$ cat src/rtl/mem_pkg.sv
// Shared definitions for the memory arbiter: store-strobe encodings and FSM states.
// Latency: n/a (constants, types and a pure function only).
// Backpressure: n/a.
package mem_pkg;

    // One-hot write strobes, same encoding the core's store path emits.
    localparam logic [2:0] WE_NONE = 3'b000;
    localparam logic [2:0] WE_SB   = 3'b100;
    localparam logic [2:0] WE_SH   = 3'b010;
    localparam logic [2:0] WE_SW   = 3'b001;

    typedef enum logic [1:0] {
        IDLE,
        ISSUE,
        WAIT,
        RESP
    } arb_state_t;

    // Only a legal one-hot strobe is a store; every other nonzero code degrades to a read.
    function automatic logic we_is_store(input logic [2:0] we);
        return (we == WE_SB) || (we == WE_SH) || (we == WE_SW);
    endfunction

endpackage

$ cat src/rtl/rr_arbiter2.sv
// Two-way round-robin pick: on a tie the port not granted last wins.
// Latency: purely combinational, 0 cycles.
// Backpressure: none; the caller decides when the pick is consumed.
module rr_arbiter2 (
    input  logic [1:0] req,
    input  logic       last,
    output logic       winner,
    output logic       any
);

    // Tie goes to the other port; a lone request simply wins.
    always_comb begin
        any    = |req;
        winner = (req == 2'b11) ? ~last : req[1];
    end

endmodule

$ cat src/rtl/mem_arbiter.sv
// Shares one synchronous RAM between two requesters with round-robin fairness.
// Latency: gnt 1 cycle after req sampled; rvalid 2 cycles after req (write) or 2+RD_LATENCY (read).
// Backpressure: req is held until gnt; one access in flight, next arbitrated during RESP.
module mem_arbiter
    import mem_pkg::*;
#(
    parameter int ADDR_W     = 32,
    parameter int DATA_W     = 32,
    parameter int RD_LATENCY = 1
) (
    input  logic              clk,
    input  logic              rst_n,
    input  logic              p0_req,
    input  logic [2:0]        p0_we,
    input  logic [ADDR_W-1:0] p0_addr,
    input  logic [DATA_W-1:0] p0_wdata,
    output logic              p0_gnt,
    output logic              p0_rvalid,
    output logic [DATA_W-1:0] p0_rdata,
    input  logic              p1_req,
    input  logic [2:0]        p1_we,
    input  logic [ADDR_W-1:0] p1_addr,
    input  logic [DATA_W-1:0] p1_wdata,
    output logic              p1_gnt,
    output logic              p1_rvalid,
    output logic [DATA_W-1:0] p1_rdata,
    output logic [2:0]        ram_we,
    output logic [ADDR_W-1:0] ram_addr,
    output logic [DATA_W-1:0] ram_wdata,
    input  logic [DATA_W-1:0] ram_rdata
);

    localparam int              CNT_W    = $clog2(RD_LATENCY + 1);
    localparam logic [CNT_W-1:0] CNT_INIT = CNT_W'(RD_LATENCY - 1);

    arb_state_t        state_q, state_nxt;
    logic [CNT_W-1:0]  cnt_q, cnt_nxt;
    logic              last_q;      // port granted most recently
    logic              owner_q;     // port owning the access in flight
    logic              store_q;     // access in flight is a legal store

    logic              win;
    logic              any_req;
    logic [2:0]        win_we;
    logic [ADDR_W-1:0] win_addr;
    logic [DATA_W-1:0] win_wdata;

    logic              arb_take;    // winner's payload is captured this cycle
    logic              resp_nxt;    // next cycle is RESP
    logic              rsp_from_ram;
    logic [DATA_W-1:0] rsp_dat;

    rr_arbiter2 u_rr (
        .req    ({p1_req, p0_req}),
        .last   (last_q),
        .winner (win),
        .any    (any_req)
    );

    // Select the winning port's payload for capture.
    always_comb begin
        win_we    = win ? p1_we    : p0_we;
        win_addr  = win ? p1_addr  : p0_addr;
        win_wdata = win ? p1_wdata : p0_wdata;
        rsp_dat   = rsp_from_ram ? ram_rdata : '0;
    end

    // Next-state logic: arbitrate in IDLE/RESP, branch on access type in ISSUE, count down in WAIT.
    always_comb begin
        state_nxt    = state_q;
        cnt_nxt      = cnt_q;
        arb_take     = 1'b0;
        resp_nxt     = 1'b0;
        rsp_from_ram = 1'b0;
        case (state_q)
            IDLE, RESP: begin
                if (any_req) begin
                    state_nxt = ISSUE;
                    arb_take  = 1'b1;
                end else begin
                    state_nxt = IDLE;
                end
            end
            ISSUE: begin
                if (store_q) begin
                    state_nxt = RESP;
                    resp_nxt  = 1'b1;
                end else begin
                    state_nxt = WAIT;
                    cnt_nxt   = CNT_INIT;
                end
            end
            WAIT: begin
                if (cnt_q == '0) begin
                    state_nxt    = RESP;
                    resp_nxt     = 1'b1;
                    rsp_from_ram = 1'b1;
                end else begin
                    cnt_nxt = cnt_q - CNT_W'(1);
                end
            end
            default: state_nxt = IDLE;
        endcase
    end

    // State, counter and captured transaction context.
    always_ff @(posedge clk or negedge rst_n) begin
        if (!rst_n) begin
            state_q <= IDLE;
            cnt_q   <= '0;
            last_q  <= 1'b1;
            owner_q <= 1'b0;
            store_q <= 1'b0;
        end else begin
            state_q <= state_nxt;
            cnt_q   <= cnt_nxt;
            if (arb_take) begin
                last_q  <= win;
                owner_q <= win;
                store_q <= we_is_store(win_we);
            end
        end
    end

    // RAM-side outputs: strobe only for the ISSUE cycle, address/data held between accesses.
    always_ff @(posedge clk or negedge rst_n) begin
        if (!rst_n) begin
            ram_we    <= WE_NONE;
            ram_addr  <= '0;
            ram_wdata <= '0;
        end else begin
            ram_we <= (arb_take && we_is_store(win_we)) ? win_we : WE_NONE;
            if (arb_take) begin
                ram_addr  <= win_addr;
                ram_wdata <= win_wdata;
            end
        end
    end

    // Requester-side outputs: grant pulse in ISSUE, completion pulse and data in RESP.
    always_ff @(posedge clk or negedge rst_n) begin
        if (!rst_n) begin
            p0_gnt    <= 1'b0;
            p1_gnt    <= 1'b0;
            p0_rvalid <= 1'b0;
            p1_rvalid <= 1'b0;
            p0_rdata  <= '0;
            p1_rdata  <= '0;
        end else begin
            p0_gnt    <= arb_take && !win;
            p1_gnt    <= arb_take &&  win;
            p0_rvalid <= resp_nxt && !owner_q;
            p1_rvalid <= resp_nxt &&  owner_q;
            p0_rdata  <= (resp_nxt && !owner_q) ? rsp_dat : '0;
            p1_rdata  <= (resp_nxt &&  owner_q) ? rsp_dat : '0;
        end
    end

endmodule

$ cat config.mk
export PLATFORM = sky130hd
export DESIGN_NAME = mem_arbiter
export DESIGN_NICKNAME = d
export VERILOG_FILES = /design/src/rtl/mem_pkg.sv /design/src/rtl/rr_arbiter2.sv /design/src/rtl/mem_arbiter.sv
export SDC_FILE = /design/constraint.sdc
export NUM_CORES = 1
export LEC_CHECK = 0
export CELL_PAD_IN_SITES_DETAIL_PLACEMENT = 0
export CELL_PAD_IN_SITES_GLOBAL_PLACEMENT = 1
export CORE_ASPECT_RATIO = 0.75
export CORE_MARGIN = 5
export CORE_UTILIZATION = 31
export CTS_BUF_LIST = sky130_fd_sc_hd__clkbuf_8
export CTS_CLUSTER_DIAMETER = 80
export DETAILED_ROUTE_END_ITERATION = 8
export PLACE_DENSITY_LB_ADDON = 0.1
export SLEW_MARGIN = 20
export SYNTH_ARGS = -nofsm -noshare
export SYNTH_HDL_FRONTEND = slang
export SYNTH_SLANG_ARGS = --single-unit
$ cat constraint.sdc
create_clock -name clk -period 3.4 [get_ports clk]
set_input_delay 0.34 -clock clk [delete_from_list [all_inputs] [get_ports clk]]
set_output_delay 0.34 -clock clk [all_outputs]
set_load 0.01 [all_outputs]
==> results.sh <==
export IMPL_outcome="finished, violations left"
export IMPL_violations="DRC"
export IMPL_switchingPower_w=0.00254
export IMPL_routed_wl_um=18000
export IMPL_ys_warn_count=0
export IMPL_clk_pin_slew_ns=0.08
export IMPL_drc=2
export IMPL_synth_seq_area_share=0.679
export IMPL_leakage_nw=4.01
export IMPL_final_max_slew_viol_count=0
export IMPL_fp_dieH_um=122
export IMPL_cts_num_sinks=140
export IMPL_rsz0062_at_grt="no"
export IMPL_dpl_cell_area_um2=8410
export IMPL_fp_row_count=40
export IMPL_fin_area_um2=8830
export IMPL_avgRoutedWirePerCell_um=18.7
export IMPL_crit_arrival_ns=2.48
export IMPL_fin_util=0.546
export IMPL_synth_cell_type_count=27
export IMPL_cts_root_buf="clkbuf_8"
export IMPL_antenna_cells=0
export IMPL_synth_flop_cell="dfrtp_1"
export IMPL_design_die_area_um2=19400
export IMPL_die_w_um=159
export IMPL_ir_drop_uv=394
export IMPL_synth_cells=438
export IMPL_syn_cell_area_um2=5160
export IMPL_crit_required_ns=3.78
export IMPL_syn_nets=610
export IMPL_synth_seq_cells=140
export IMPL_post_cts_resized=0
export IMPL_grt_start_max_net_pins=89
export IMPL_clock_latency_ns=0.44
export IMPL_place_inst=926
export IMPL_tns_ns=0
export IMPL_fmax_mhz=476
export IMPL_crit_type="flop to flop"
export IMPL_power_density_nw_per_um2=798
export IMPL_relSlewSlack=0.435
export IMPL_clockPowerShare=0.196
export IMPL_dr_pass1_iters=9
export IMPL_overflow=0
export IMPL_clock_skew_ns=0.00618
export IMPL_detailed_place_hpwl_um=12700
export IMPL_comb_power_share=0.460
export IMPL_p_sw_frac=0.360
export IMPL_fin_crit_ns=2.10
export IMPL_synth_edff_count=0
export IMPL_vias_per_cell=4.81
export IMPL_endpoint_kind="flop"
export IMPL_finalSetupViolations=0
export IMPL_port_buffers=304
export IMPL_grt_total_usage=0.179
export IMPL_drtIter0Drc=474
export IMPL_antenna_found_initial=0
export IMPL_detail_route_antenna_nets=0
export IMPL_core_area_um2=16200
export IMPL_grt_pass1_vias=4867
export IMPL_cp_start_kind="flop"
export IMPL_nets=908
export IMPL_post_cts_buffers=0
export IMPL_power_total_w=0.00704
export IMPL_h_tree_depth=4
export IMPL_hold_buffers=1
export IMPL_hp_class="input pin to flop"
export IMPL_p_seq_frac=0.343
export IMPL_finalHoldViolations=0
export IMPL_async_reset_ff_frac=1.00
export IMPL_area_delta_synth_final_pct=71.1
export IMPL_vias=4615
export IMPL_tightest_slew_ns=0.847
export IMPL_critPathMaxFanout=65
export IMPL_io_pins=305
export IMPL_cts_buffers=17
export IMPL_layout_drive_gt1_share=0.0614
export IMPL_finalWeightedCongestion=0.803
export IMPL_intPower_w=0.00451
export IMPL_fin_crit_sh=0.618
export IMPL_maxCapViolCount=0
export IMPL_initial_utilization=0.319
export IMPL_stdcell_count=959
export IMPL_nFillCells=1412
export IMPL_clk_path_buf_depth=2
export IMPL_avgSynthCellArea_um2=11.8
export IMPL_cts_tree="done"
export IMPL_grt_pass1_wl_um=27100
## power by group through the flow
| stage | clock network, W | logic [W] | registers [W] |
|---|---|---|---|
| finish | 0.00138 | 0.00324 | 0.00242 |
| global route | 0.00150 | 0.00353 | 0.00248 |
| CTS | 0.00143 | 0.00330 | 0.00242 |
| detailed placement | 0 | 0.00329 | 0.00245 |
| global placement | 0 | 0.00324 | 0.00242 |
| floorplan | 0 | 0.00146 | 0.00265 |
## critical path, cell delays in order (launching register included)
cell	delay [ns]
dfrtp_1	0.37
inv_1	0.05
ha_1	0.45
nand2_1	0.14
a21oi_4	0.12
buf_4	0.58
a222oi_1	0.19
inv_1	0.12
## registers in the layout, indices dropped and copies added (netlist names), 2 cells and up
signal     cells
ram_we         3
state_q        2
ram_wdata     32
ram_addr      32
p1_rdata      32
p0_rdata      32
## area by class of cell
cell class                 instances  area [um^2]  share of cell area
sequential                       140         3500               0.397
timing repair buffer             312         3140               0.356
multi-input combinational        195         1250               0.141
inverter                          70          263              0.0298
tap                              210          263              0.0298
clock buffer                      17          234              0.0265
clock inverter                    15          174              0.0197
## final timing paths
kind	start	to	slack, ns	depth (start not counted)
max	state_q[0]$_DFF_PN0_	ram_wdata[18]$_DFFE_PN0N_	1.30	7
min	ram_rdata[19]	p1_rdata[19]$_DFF_PN0_	0.43	3
max reg2reg	state_q[0]$_DFF_PN0_	ram_wdata[18]$_DFFE_PN0N_	1.30	7
min reg2reg	store_q$_DFFE_PN0N_	store_q$_DFFE_PN0N_	0.50	2
max in group asynchronous	rst_n	p1_rdata[26]$_DFF_PN0_	2.06	3
min in group asynchronous	rst_n	p0_rdata[12]$_DFF_PN0_	0.54	2
## cell families after synthesis
logic type               synth area share
buffers and inverters              0.0837
AO/OA/AOI/OAI                       0.142
XOR/XNOR                          0.00340
adder cells (fa/ha/maj)           0.00485
flip-flops                          0.679
AND/OR/NAND/NOR                    0.0866
## layer usage
metal / GRT usage / wire length (um) / up-vias
li1: - / - / 2109
met1: 0.198 / 6680 / 2281
met2: 0.305 / 9180 / 201
met3: 0.0852 / 1730 / 24
met4: 0.0639 / 389 / 0
met5: 0 / 0 / -
## Yosys cell counts (2+ instances only)
library cell  instances  area (um^2)
dfrtp_1             139         3480
nor2_1               70          263
inv_1                68          255
a222oi_1             64          641
nand2_1              35          131
clkbuf_1             17         63.8
buf_2                11         55.1
a21oi_1               4         20.0
buf_6                 4         45.0
nor4b_1               3         26.3
o21ai_1               3         15.0
a21o_1                2         15.0
ha_1                  2         25.0
inv_2                 2         7.51
o21ai_0               2         10.0
## cells in the final DEF (no fill, tap or decap), types with 2 or more instances in the layout
master / synthesis / final
dfrtp_1: 139 / 139
nand2_1: 35 / 35
o21ai_0: 2 / 2
buf_4: 0 / 4
a222oi_1: 64 / 64
a21oi_1: 4 / 3
inv_6: 0 / 2
buf_12: 0 / 3
o21ai_1: 3 / 2
clkbuf_8: 0 / 17
clkdlybuf4s50_1: 0 / 303
clkinv_2: 0 / 3
bufinv_16: 0 / 3
inv_1: 68 / 69
inv_2: 2 / 2
clkinv_4: 0 / 2
clkinvlp_4: 0 / 4
nor4b_1: 3 / 3
nor2_1: 70 / 70
ha_1: 2 / 2
a21o_1: 2 / 2
## metrics by stage
step	worst slack, ns	hold slack (ns)
floorplan	1.77	0.0444
global placement	1.23	0.464
detailed placement	1.20	0.472
CTS	1.29	0.387
global route	1.12	0.408
finish	1.30	0.432
Note: power is estimated with default switching activity, not from simulation.
